`src/rtl/encrypt_ingress_fifo.sv`:
```
// Ingress byte FIFO ahead of the encrypt/decrypt wrapper: valid/ready in, enable+data pulses out.
// Optional issued-byte counter (tx_count port) is built when TX_COUNT_EN is defined.
module encrypt_ingress_fifo #(
    parameter int unsigned DEPTH  = 8,
    parameter int unsigned DATA_W = 8
) (
    input  logic                   clk,
    input  logic                   rst,
    input  logic [DATA_W-1:0]      in_data,
    input  logic                   in_valid,
    output logic                   in_ready,
    input  logic                   hold,
    output logic [DATA_W-1:0]      out_data,
    output logic                   out_enable,
    output logic [$clog2(DEPTH):0] level,
    output logic                   full,
    output logic                   empty
`ifdef TX_COUNT_EN
    ,
    output logic [15:0]            tx_count
`endif
);

    localparam int unsigned AW = $clog2(DEPTH);
    localparam int unsigned PW = AW + 1;

    logic [PW-1:0]     wr_ptr;
    logic [PW-1:0]     rd_ptr;
    logic [DATA_W-1:0] mem [DEPTH];
    logic              push;
    logic              pop;

    // Pointer MSB is the wrap bit: equal addresses with differing wrap bits means full.
    assign full     = (wr_ptr[AW-1:0] == rd_ptr[AW-1:0]) && (wr_ptr[AW] != rd_ptr[AW]);
    assign empty    = (wr_ptr == rd_ptr);
    assign level    = wr_ptr - rd_ptr;
    assign in_ready = rst & ~full;
    assign push     = in_valid & in_ready;
    assign pop      = ~empty & ~hold;

    always_ff @(posedge clk) begin
        if (push) begin
            mem[wr_ptr[AW-1:0]] <= in_data;
        end
    end

    always_ff @(posedge clk) begin
        if (!rst) begin
            wr_ptr     <= '0;
            rd_ptr     <= '0;
            out_data   <= '0;
            out_enable <= 1'b0;
        end else begin
            if (push) begin
                wr_ptr <= wr_ptr + PW'(1);
            end
            if (pop) begin
                out_data   <= mem[rd_ptr[AW-1:0]];
                out_enable <= 1'b1;
                rd_ptr     <= rd_ptr + PW'(1);
            end else begin
                out_enable <= 1'b0;
            end
        end
    end

`ifdef TX_COUNT_EN
    // Counts every issued byte; wraps naturally at 16 bits.
    always_ff @(posedge clk) begin
        if (!rst) begin
            tx_count <= '0;
        end else if (pop) begin
            tx_count <= tx_count + 16'd1;
        end
    end
`endif

endmodule
```
`config.mk`:
```
export PLATFORM = sky130hd
export DESIGN_NAME = encrypt_ingress_fifo
export DESIGN_NICKNAME = d
export VERILOG_FILES = /design/src/rtl/encrypt_ingress_fifo.sv
export SDC_FILE = /design/constraint.sdc
export NUM_CORES = 1
export LEC_CHECK = 0
export ABC_AREA = 1
export CAP_MARGIN = 15
export CORE_MARGIN = 2
export CORE_UTILIZATION = 52
export CTS_CLUSTER_SIZE = 12
export DETAILED_ROUTE_END_ITERATION = 12
export PLACE_DENSITY = 0.76
export RECOVER_POWER = 50
export SLEW_MARGIN = 20
export SYNTH_ARGS = -nofsm -noshare
export SYNTH_HDL_FRONTEND = slang
export SYNTH_SLANG_ARGS = --single-unit
```
`constraint.sdc`:
```
create_clock -name clk -period 2.44 [get_ports clk]
set_input_delay 0.488 -clock clk [delete_from_list [all_inputs] [get_ports clk]]
set_output_delay 0.488 -clock clk [all_outputs]
set_load 0.005 [all_outputs]
```
## After elaboration in Yosys (flattened, before gate mapping)

Memories as Yosys holds them, arrays and structs flattened. A register that Yosys moved wholly into a read port is not among the register bits.
Index checks and enable logic that the tools add are counted.

| operators by class | value |
|---|---|
| add/subtract/negate cells | 3 |
| mux-type cells | 3 |
| bitwise logic cells | 6 |
| reductions and logical operators | 2 |
| equality and inequality tests | 3 |

Operator list:

| operator | count |
|---|---|
| $add A4 B1 Y4 const B | 2 |
| $eq A4 B4 Y1 | 1 |
| $sub A4 B4 Y4 | 1 |
| $and A1 B1 Y1 | 3 |
| $eq A3 B3 Y1 | 1 |
| $mux W1 | 3 |
| $not A1 Y1 | 3 |
| $logic_and A1 B1 Y1 | 1 |
| $logic_not A1 Y1 | 1 |
| $ne A1 B1 Y1 | 1 |

| storage, ports and cells | value |
|---|---|
| memory bits (writable) | 64 |
| memories kept | 1 |
| input port bits | 12 |
| flip-flop bits (word level) | 9 |

Memories:

| memory | words | bits a word | rd ports | clocked after memory_dff | write ports | line | RTL |
|---|---|---|---|---|---|---|---|
| mem | 8 | 8 | 1 | 1 | 1 | 29 | `logic [DATA_W-1:0] mem [DEPTH];` |

## Logic depth before layout (Yosys ltp)

Gate-level depths: netlist of run 1.

| logic depth | value |
|---|---|
| word-level depth | 7 |
| gate-level depth with buffers | 11 |

## Least setup slack after synthesis of run 1

OpenSTA, ideal clock, no wires.

| timing path | value |
|---|---|
| kind | reg-to-reg |
| start | reg rd_ptr[1] |
| end | mem mem[4][0] (enable) |
| stages on the path, launching flop included | 11 |
| required time | 2057 ps |
| arrival | 2082 ps |
| path slack | -25 ps |
| cells stage by stage | dfxtp_1 buf_2 inv_2 buf_4 ha_1 nand2_2 nor2_4 nand2_4 nand3_4 buf_6 nor3_1 |

| on the way | value |
|---|---|
| word-level cells in the longest chain between the ends | 7 |

Ends and longest elaborated chain:

| item | line | RTL |
|---|---|---|
| start, declared | 28 | `logic [PW-1:0] rd_ptr;` |
| start signal, assigned | 60 | `rd_ptr <= rd_ptr + PW'(1);` |
| $eq A3 B3 Y1 | 34 | `assign full = (wr_ptr[AW-1:0] == rd_ptr[AW-1:0]) && (wr_ptr[AW] != rd_ptr[AW]);` |
| $logic_and A1 B1 Y1 | 34 |  |
| $not A1 Y1 | 37 | `assign in_ready = rst & ~full;` |
| $and A1 B1 Y1 | 37 |  |
| $and A1 B1 Y1 | 38 | `assign push = in_valid & in_ready;` |
| $mux W1 | 42 | `if (push) begin` |
| $mux W1 (implied by the code) | 43 | `mem[wr_ptr[AW-1:0]] <= in_data;` |
| end, declared | 29 |  |

Every way passes these cells.

## Worst setup path in the final report of run 1

| timing path | value |
|---|---|
| start | reg rd_ptr[1] |
| end | out in_ready |

| on the way | value |
|---|---|
| word-level cells in the longest chain between the ends | 4 |

Ends and longest elaborated chain:

| item | line | RTL |
|---|---|---|
| $eq A3 B3 Y1 | 34 |  |
| $logic_and A1 B1 Y1 | 34 |  |
| $not A1 Y1 | 37 |  |
| $and A1 B1 Y1 | 37 |  |
| end, declared | 11 | `output logic in_ready,` |

Every way passes these cells.

==> out/summary.txt, run 1 <==
status: completed
fmax: 0.428 GHz
power after layout: 3.31 mW
Clock Sinks: 81
clk slew on worst S/H paths: 0.08 ns
period utilization: 95.8%
met2 Use GR: 35.5%
Ant. Diodes: 0
vias: 2586
I/O Pins: 28
worst skew pair latency: 0.36 ns
leading cell types by total area after synthesis: edfxtp_1 52%, nand2_1 9.7%, dfxtp_1 9.3%
Power Density: 755 mW/mm²
Total Wirelength: 7520 µm
CTS tree: yes
most frequent cells in the layout: 96 x nand2_1, 64 x edfxtp_1, 60 x inv_1, 53 x nand3_1, 24 x buf_4
cts bufs inserted: 9
vias in the first global route: 2464
Detailed Place HPWL: 4880 µm
Fillers: 534
Arr. time, crit path: 1.85 ns
largest net degree at the start of global routing: 36
Clock Skew: 0.0111 ns
Die ar.: 0.00774 mm²
Ys Warns: 0
peak supply drop: 0.480 mV
GR Util met1: 26.5%
initial antenna violation count: 0
max-slew violations: 0
die span in y: 88.0 µm
Port Buffer Count: 27
mapped cell area: 0.00367 mm²
Post-DRT Antenna Nets: 0
# setup viols final: 0
actual slew at the worst max-slew pin: 0.434 ns
GRT busiest layer: met2
Sequential cell area: 0.00227 mm²
Tmin final: 2.34 ns
row count: 30
Slew headroom: 70.9%
drc violations: 0
GRT Util Overall: 21.2%
layout cell share with drive strength beyond 1: 16.6%
Setup crit end kind: output port
library cells used by synthesis: 27
Worst Hold Class: flip-flop to flip-flop
Leakage: 1.91 nW
GRT overflow: 0
clock root buffer: clkbuf_8
DR WL/cell: 14.5 µm
drt first pass iters: 4
area delta synth->final: 19.4%
worst endpoint required time: 1.95 ns
DR iter-0 viols: 323
Die W: 88.0 µm
first-pass GRT wire length: 11800 µm
# H-tree levels: 3
worst hold slack: 0.468 ns
Syn Nets: 389
CTS max path bufs: 2
worst-path fanout max: 4
Yosys reg bits: 81
Placer Congestion: 0.882
core area: 0.00679 mm²
endpoints failing hold: 0
post-synth top area share: 52.4%
mean post-synth cell area: 9.88 µm²
Final nets: 434
most common cell after layout, fill and taps aside: nand2_1
max-cap violation count: 0
Setup TNS Final: 0 ns
synthesized instance count: 371
Setup Crit Path Kind: flip-flop to output port
routed vias/inst: 5.00
FF-to-FF setup slack: 0.35 ns
sequential cell area fraction in the yosys report: 61.7%
Multi-input gate area: 0.00106 mm²
crit path launch type: flip-flop
initial core utilization: 54.0%
M3 GR Usage: 4.43%
post-synth top area cell: edfxtp_1
[sequential cells by signal, indices dropped and copies added, names as in the netlist]
name and count:
mem 64, rd_ptr 4, wr_ptr 4, out_enable 1, out_data 8
[logic make-up after synthesis]
logic type,count (synthesis),share of synthesized area (%)
AO/OA/AOI/OAI,19,3.21
XOR/XNOR,4,0.955
adder cells (fa/ha/maj),6,2.25
buffers and inverters,83,9.76
flip-flops,81,61.7
AND/OR/NAND/NOR,178,22.1
[worst max-delay path, cell delays in order, from the launching register on]
cell	delay [ns]
dfxtp_4	0.38
inv_2	0.04
ha_1	0.28
nand2_2	0.10
nor2_4	0.04
buf_4	0.13
nand2_4	0.08
inv_1	0.06
nor2_1	0.12
dlygate4sd2_1	0.26
[final timing paths]
check                             endpoint                     start  cells after the start
setup / recovery                  in_ready    rd_ptr[1]$_SDFFE_PN0P_                      9
hold reg to reg   out_data[3]$_SDFFE_PN0P_  out_data[3]$_SDFFE_PN0P_                      2
setup reg to reg       mem[5][7]$_DFFE_PP_    rd_ptr[1]$_SDFFE_PN0P_                      9
hold / removal    out_data[3]$_SDFFE_PN0P_  out_data[3]$_SDFFE_PN0P_                      2
[per-layer routing]
| layer | vias to the layer above | wire, µm |
|---|---|---|
| li1 | 1292 | - |
| met1 | 1210 | 3140 |
| met2 | 70 | 3750 |
| met3 | 14 | 456 |
| met4 | 0 | 170 |
| met5 | - | 0 |
[timing repair]
item,in CTS,in global routing
buffers inserted,0,2
hold endpoints to repair,0,0
resized for setup,12,4
hold buffers,0,0
pin swaps,1,1
setup endpoints to repair,6,3
[Yosys cell counts]
library cell / number
xor2_1: 3
nor2_4: 1
buf_6: 1
nand4_1: 3
nand3_4: 1
clkinv_2: 1
buf_2: 10
xnor2_1: 1
nand2_2: 10
inv_2: 3
buf_4: 3
clkbuf_1: 2
inv_1: 61
fa_1: 1
a21oi_2: 6
edfxtp_1: 64
inv_4: 1
o21ai_0: 5
nand2_4: 2
nor2_1: 6
nor3_1: 7
nand2_1: 95
nand3_1: 53
ha_1: 5
buf_8: 1
a21oi_1: 8
dfxtp_1: 17
[report_power, final]
group,switching [mW],internal (mW)
registers,0.0275,1.54
clock network,0.469,0.609
logic,0.399,0.263
total,0.896,2.41
[cell type report]
cell class | instances | area share (%)
sequential | 81 | 51.9
multi-input combinational | 207 | 24.2
timing repair buffer | 51 | 10.4
inverter | 66 | 5.74
clock buffer | 12 | 3.32
tap | 96 | 2.74
clock inverter | 4 | 1.74
[metrics by stage]
stage | cell area [µm²] | std cells | setup slack [ns] | utilization [%]
floorplan | 3670 | 371 | -0.0248 | -
global placement | 4120 | 499 | 0.210 | 60.6
detailed placement | 4120 | 499 | 0.211 | 60.6
CTS | 4360 | 515 | 0.0139 | 64.1
global route | 4380 | 517 | -0.00124 | 64.4
finish | 4380 | 517 | 0.102 | 64.4
Note: power is estimated with default switching activity, not from simulation.
==> inputs of run 2 (changes only) <==
- CORE_UTILIZATION: 52 -> 55
- PLACE_DENSITY: 0.76 -> 0.77
- clock period: 2.44 -> 2.85 ns (I/O delays scaled with it)
==> run 2 against run 1 <==
Effect of this change: wire length is 3.7% lower; design area decreased by 3.9%; global-route usage up 0.31 points; power is 18% lower; non-clock buffer count down 9; critical path type unchanged; die area down 5.2%; critical path depth decreased by 4; sequential cell count did not move; combinational power decreased by 18%.
==> out/summary.txt, run 2 (synthesis gave the netlist of run 1 again) <==
worst-path fanout max: 7 (+3)
Largest register FFs: 64 (unchanged)
Critical Path Source: wr_ptr[0]$_SDFFE_PN0P_
Cell Count, Final, Fillers Out: 489 (-5.4%)
Detailed Place HPWL: 4510 µm (-7.6%)
post-route cell area: 0.00421 mm² (-3.9%)
drc violations: 0 (unchanged)
cts bufs inserted: 9 (unchanged)
first-pass GRT wire length: 11700 µm (-0.69%)
drt first pass iters: 5 (+1)
clock root buffer: clkbuf_8
# setup viols final: 0 (unchanged)
Placer Congestion: 0.842 (-4.5%)
Critical Path Sink: level[2]
RSZ-0062 raised after global routing: no
fmax: 0.368 GHz
routed vias/inst: 5.16 (+3.2%)
actual slew at the worst max-slew pin: 0.733 ns (+0.300 ns)
initial antenna violation count: 0 (unchanged)
die span in y: 85.7 µm (-2.6%)
Clock Skew: 0.00782 ns (-0.00329 ns)
Clock Sinks: 81 (unchanged)
layout cell share with drive strength beyond 1: 12.9% (-3.8 points)
Port Buffer Count: 27 (unchanged)
Final nets: 425 (-2.1%)
Setup TNS Final: 0 ns (unchanged)
Power Density: 642 mW/mm² (-15%)
Die ar.: 0.00734 mm² (-5.2%)
Post-DP Area: 0.00404 mm² (-1.9%)
I/O Pins: 28 (unchanged)
Die W: 85.7 µm (-2.6%)
area delta synth->final: 14.7%
largest net degree at the start of global routing: 36 (unchanged)
met2 Use GR: 33.2% (-2.2 points)
max-cap violation count: 0 (unchanged)
row count: 29 (-3.3%)
Leakage: 1.79 nW (-6.2%)
Tmin final: 2.72 ns
Sequential cell area: 0.00226 mm² (-0.33%)
status: completed
worst skew pair latency: 0.35 ns (about the same)
# H-tree levels: 3 (unchanged)
DR iter-0 viols: 332 (+2.8%)
GRT busiest layer: met2
Placed Instances: 473 (-5.2%)
Arr. time, crit path: 2.15 ns (+0.30 ns)
Total Wirelength: 7240 µm (-3.7%)
M3 GR Usage: 4.33% (-0.099 points)
Reg-to-Reg Start: wr_ptr[2]$_SDFFE_PN0P_
FF-to-FF setup slack: 0.29 ns (-0.06 ns)
period utilization: 95.3%
Setup crit end kind: output port
CTS tree: yes
Setup Crit Path Kind: flip-flop to output port
hold wc startpoint: out_data[0]$_SDFFE_PN0P_
DR WL/cell: 14.8 µm (+1.8%)
GRT overflow: 0 (unchanged)
most frequent cells in the layout: 97 x nand2_1, 64 x edfxtp_1, 60 x inv_1, 54 x nand3_1
endpoints failing hold: 0 (unchanged)
worst endpoint required time: 2.28 ns (+0.33 ns)
Worst Hold Class: flip-flop to flip-flop
GR Util met1: 29.9% (+3.4 points)
Fillers: 479 (-10%)
CTS max path bufs: 2 (unchanged)
core area: 0.00639 mm² (-6.0%)
vias: 2524 (-2.4%)
# Post-CTS Setup Buffers: 0 (unchanged)
GRT Util Overall: 21.5% (+0.31 points)
vias in the first global route: 2373 (-3.7%)
Ant. Diodes: 0 (unchanged)
reg2reg path depth: 8 (-1)
Multi-input gate area: 0.00102 mm² (-4.0%)
most common cell after layout, fill and taps aside: nand2_1
R2R Path End: out_data[3]$_SDFFE_PN0P_
max-slew violations: 0 (unchanged)
Slew headroom: 51.0% (-20 points)
crit path launch type: flip-flop
peak supply drop: 0.406 mV (-15%)
initial core utilization: 57.4% (+3.4 points)
Post-DRT Antenna Nets: 0 (unchanged)
clk slew on worst S/H paths: 0.09 ns (about the same)
run 2: changes by cell type in the layout (fill, tap and decap cells not counted), sizes merged, moves of 2 or more:
| cell | before | now |
|---|---|---|
| dlygate4sd2 | 3 | 0 |
| dlymetal6s2s | 3 | 0 |
| clkbuf | 12 | 10 |
| buf | 24 | 15 |
| clkinv | 1 | 3 |
| clkdlybuf4s50 | 5 | 11 |
run 2: layout make-up:
class	count	area share, %
multi-input combinational	207	24.2
tap	77	2.29
clock inverter	6	1.61
clock buffer	10	3.03
inverter	66	5.98
timing repair buffer	42	9.10
sequential	81	53.8
run 2: worst max-delay path, stage by stage, from the launching register on:
cell and delay, ns:
dfxtp_2 0.40, inv_2 0.09, ha_1 0.24, fa_1 0.38, xnor2_1 0.17, clkdlybuf4s50_1 0.52
run 2: how the worst min path moves through the flow:
| stage | to | slack (ns) | cells past startpoint |
|---|---|---|---|
| 4_1_cts | out_data[0]$_SDFFE_PN0P_ | 0.47 | 2 |
| 3_3_place_gp | out_data[7]$_SDFFE_PN0P_ | 0.46 | 2 |
| 6_report | out_data[0]$_SDFFE_PN0P_ | 0.47 | 2 |
| 3_5_place_dp | out_data[0]$_SDFFE_PN0P_ | 0.46 | 2 |
| 5_1_grt | out_data[5]$_SDFFE_PN0P_ | 0.49 | 2 |
| 2_1_floorplan | rd_ptr[3]$_SDFFE_PN0P_ | 0.46 | 2 |
run 2: what timing repair did:
action                                  CTS  global route
pin swaps                                 0             0
hold buffers                              0             0
endpoints found under the setup margin    1             1
resized for setup                         1             1
run 2: through the flow:
| step | util [%] | total power [mW] | worst slack [ns] | hold slack [ns] |
|---|---|---|---|---|
| floorplan | - | 1.73 | 0.385 | 0.458 |
| global placement | 63.3 | 1.91 | 0.448 | 0.456 |
| detailed placement | 63.3 | 1.93 | 0.367 | 0.461 |
| CTS | 66.3 | 2.74 | 0.0717 | 0.474 |
| global route | 65.9 | 2.82 | 0.0366 | 0.494 |
| finish | 65.9 | 2.70 | 0.134 | 0.469 |
run 2: layer usage:
layer	routed length (µm)	vias up
met5	0	-
met4	211	0
met3	426	17
met2	3410	88
met1	3200	1152
li1	-	1267
run 2: where the power goes:
| part | total [mW] | switching (mW) | internal [mW] |
|---|---|---|---|
| sequential | 1.34 | 0.0246 | 1.31 |
| clock | 0.822 | 0.414 | 0.408 |
| combinational | 0.541 | 0.323 | 0.218 |
| total | 2.70 | 0.762 | 1.94 |
==> inputs of run 3 (changes only) <==
==> constraint.sdc (replaced) <==
create_clock -name clk -period 2.85 [get_ports clk]
set_input_delay 0.57 -clock clk [delete_from_list [all_inputs] [get_ports clk]]
set_output_delay 0.57 -clock clk [all_outputs]
set_load 0.05 [all_outputs]
==> run 3 against run 2 <==
Effect of this change: power grew 9.7%; clock power grew 2.8%; via count grew 0.40%; first-iteration DRC count shrank 13%; critical path type unchanged; critical endpoint unchanged; largest cell class unchanged; largest power group unchanged.
==> out/summary.txt, run 3 (synthesis gave the netlist of run 1 again) <==
Cell Count, Final, Fillers Out: 487 (-0.41%)
first-pass GRT wire length: 11700 µm (-0.24%)
CTS tree: yes
worst-path fanout max: 7 (unchanged)
actual slew at the worst max-slew pin: 0.499 ns (-0.235 ns)
period utilization: 93.3% (-1.9 points)
GRT overflow: 0 (unchanged)
core area: 0.00639 mm² (unchanged)
Placer Congestion: 0.806 (-4.3%)
Psw: 0.946 mW (+24%)
Worst Hold Class: flip-flop to flip-flop
most frequent cells in the layout: 96 x nand2_1, 64 x edfxtp_1, 61 x inv_1, 54 x nand3_1, 17 x dfxtp_1
area delta synth->final: 16.7%
Power Density: 693 mW/mm² (+7.9%)
drc violations: 0 (unchanged)
layout cell share with drive strength beyond 1: 14.4% (+1.5 points)
Detailed Place HPWL: 4590 µm (+1.9%)
crit path launch type: flip-flop
Worst path slowest cell: dfxtp_1
die span in y: 85.7 µm (unchanged)
Pint: 2.02 mW (+4.1%)
vias in the first global route: 2395 (+0.93%)
endpoints failing hold: 0 (unchanged)
Final nets: 423 (-0.47%)
hold buffer count at cts: 0 (unchanged)
worst skew pair latency: 0.35 ns (about the same)
Setup TNS Final: 0 ns (unchanged)
clock root buffer: clkbuf_8
Hold EP: out_data[7]$_SDFFE_PN0P_
max-slew violations: 0 (unchanged)
GRT Util Overall: 21.5% (-0.056 points)
CTS max path bufs: 2 (unchanged)
Reg-to-Reg Start: wr_ptr[0]$_SDFFE_PN0P_
power after layout: 2.97 mW (+9.7%)
# H-tree levels: 3 (unchanged)
Comb pwr share: 26.4% (+6.4 points)
Hold Crit Depth: 2 (unchanged)
worst endpoint required time: 2.28 ns (about the same)
Tmin final: 2.66 ns (-0.0552 ns)
Port Buffer Count: 27 (unchanged)
DR iter-0 viols: 288 (-13%)
initial core utilization: 57.4% (unchanged)
status: completed
Clock Sinks: 81 (unchanged)
Die W: 85.7 µm (unchanged)
Clock Skew: 0.00846 ns (+0.000639 ns)
routed vias/inst: 5.20 (+0.81%)
Post-DRT Antenna Nets: 0 (unchanged)
Flop pwr share: 45.1% (-4.5 points)
Ant. Diodes: 0 (unchanged)
# Post-CTS Setup Buffers: 0 (unchanged)
Largest register FFs: 64 (unchanged)
Placed Instances: 471 (-0.42%)
Net Sw Frac: 31.9% (+3.7 points)
Worst path max stage delay: 0.46 ns (-0.06 ns)
post_cts resized: 0 (-1)
hold wc startpoint: out_data[7]$_SDFFE_PN0P_
largest net degree at the start of global routing: 36 (unchanged)
Total Wirelength: 7260 µm (+0.17%)
cts bufs inserted: 9 (unchanged)
fmax: 0.376 GHz (+2.1%)
Arr. time, crit path: 2.09 ns (-0.06 ns)
row count: 29 (unchanged)
Setup Crit Path Kind: flip-flop to output port
RSZ-0062 raised after global routing: no
crit-path cells: inv_1 > ha_1 > fa_1 > xnor2_1 > buf_12
I/O Pins: 28 (unchanged)
Setup crit end kind: output port
drt first pass iters: 4 (-1)
reg2reg path depth: 8 (unchanged)
most common cell after layout, fill and taps aside: nand2_1
max-cap violation count: 0 (unchanged)
R2R Path End: mem[6][1]$_DFFE_PP_
vias: 2534 (+0.40%)
Leakage: 1.83 nW (+2.0%)
initial antenna violation count: 0 (unchanged)
Slew headroom: 66.6% (+16 points)
peak supply drop: 0.557 mV (+37%)
DR WL/cell: 14.9 µm (+0.58%)
# setup viols final: 0 (unchanged)
Die ar.: 0.00734 mm² (unchanged)
FF-to-FF setup slack: 0.38 ns (+0.09 ns)
Clock power frac: 28.5% (-1.9 points)
clk slew on worst S/H paths: 0.08 ns (about the same)
-- run 3: how the worst max path moves through the flow --
| stage | startpoint | end | cells past startpoint |
|---|---|---|---|
| finish | wr_ptr[0]$_SDFFE_PN0P_ | level[2] | 5 |
| global placement | rst | mem[6][0]$_DFFE_PP_ | 4 |
| detailed placement | wr_ptr[0]$_SDFFE_PN0P_ | level[2] | 5 |
| global route | wr_ptr[0]$_SDFFE_PN0P_ | level[2] | 5 |
| CTS | wr_ptr[0]$_SDFFE_PN0P_ | level[2] | 5 |
| floorplan | wr_ptr[0]$_SDFFE_PN0P_ | in_ready | 7 |
-- run 3: area by class of cell --
| type | instances | area, µm² |
|---|---|---|
| clock buffers | 10 | 138 |
| clock inverters | 6 | 66.3 |
| fillers | 485 | 2110 |
| inverters | 66 | 251 |
| multi-input cells | 207 | 1030 |
| flip-flops and latches | 81 | 2260 |
| well taps | 77 | 96.3 |
| repair buffers | 40 | 438 |
-- run 3: through the flow --
stage / setup WS [ns] / cell area, µm² / hold slack [ns] / utilization, %
finish: 0.190 / 4280 / 0.463 / 67.0
global route: 0.0610 / 4280 / 0.482 / 67.0
floorplan: 0.173 / 3670 / 0.458 / -
detailed placement: 0.594 / 4100 / 0.459 / 64.2
CTS: 0.200 / 4300 / 0.472 / 67.4
global placement: 0.605 / 4100 / 0.456 / 64.2
-- run 3: critical path, delay by kind of cell, from the launching register on --
kind       cells  cell delay [ns]
fa+ha+maj      2             0.67
flops          1             0.46
buf+inv        2             0.35
xor+xnor       1             0.26
-- run 3: per-layer routing --
| metal | part of all wire [%] | routed length (µm) | track usage, % |
|---|---|---|---|
| met1 | 40 | 2900 | 26.8 |
| met2 | 51 | 3670 | 36.4 |
| met3 | 7.9 | 571 | 4.52 |
| met4 | 1.6 | 116 | 9.09 |
| met5 | 0 | 0 | 0 |
-- run 3: power groups by stage --
stage          sequential [mW]  clock [mW]  combinational (mW)
3_5_place_dp              1.36           0               0.806
2_1_floorplan             1.44           0               0.466
4_1_cts                   1.34       0.856               0.809
5_1_grt                   1.34       0.899               0.853
3_3_place_gp              1.36           0               0.791
6_report                  1.34       0.845               0.784
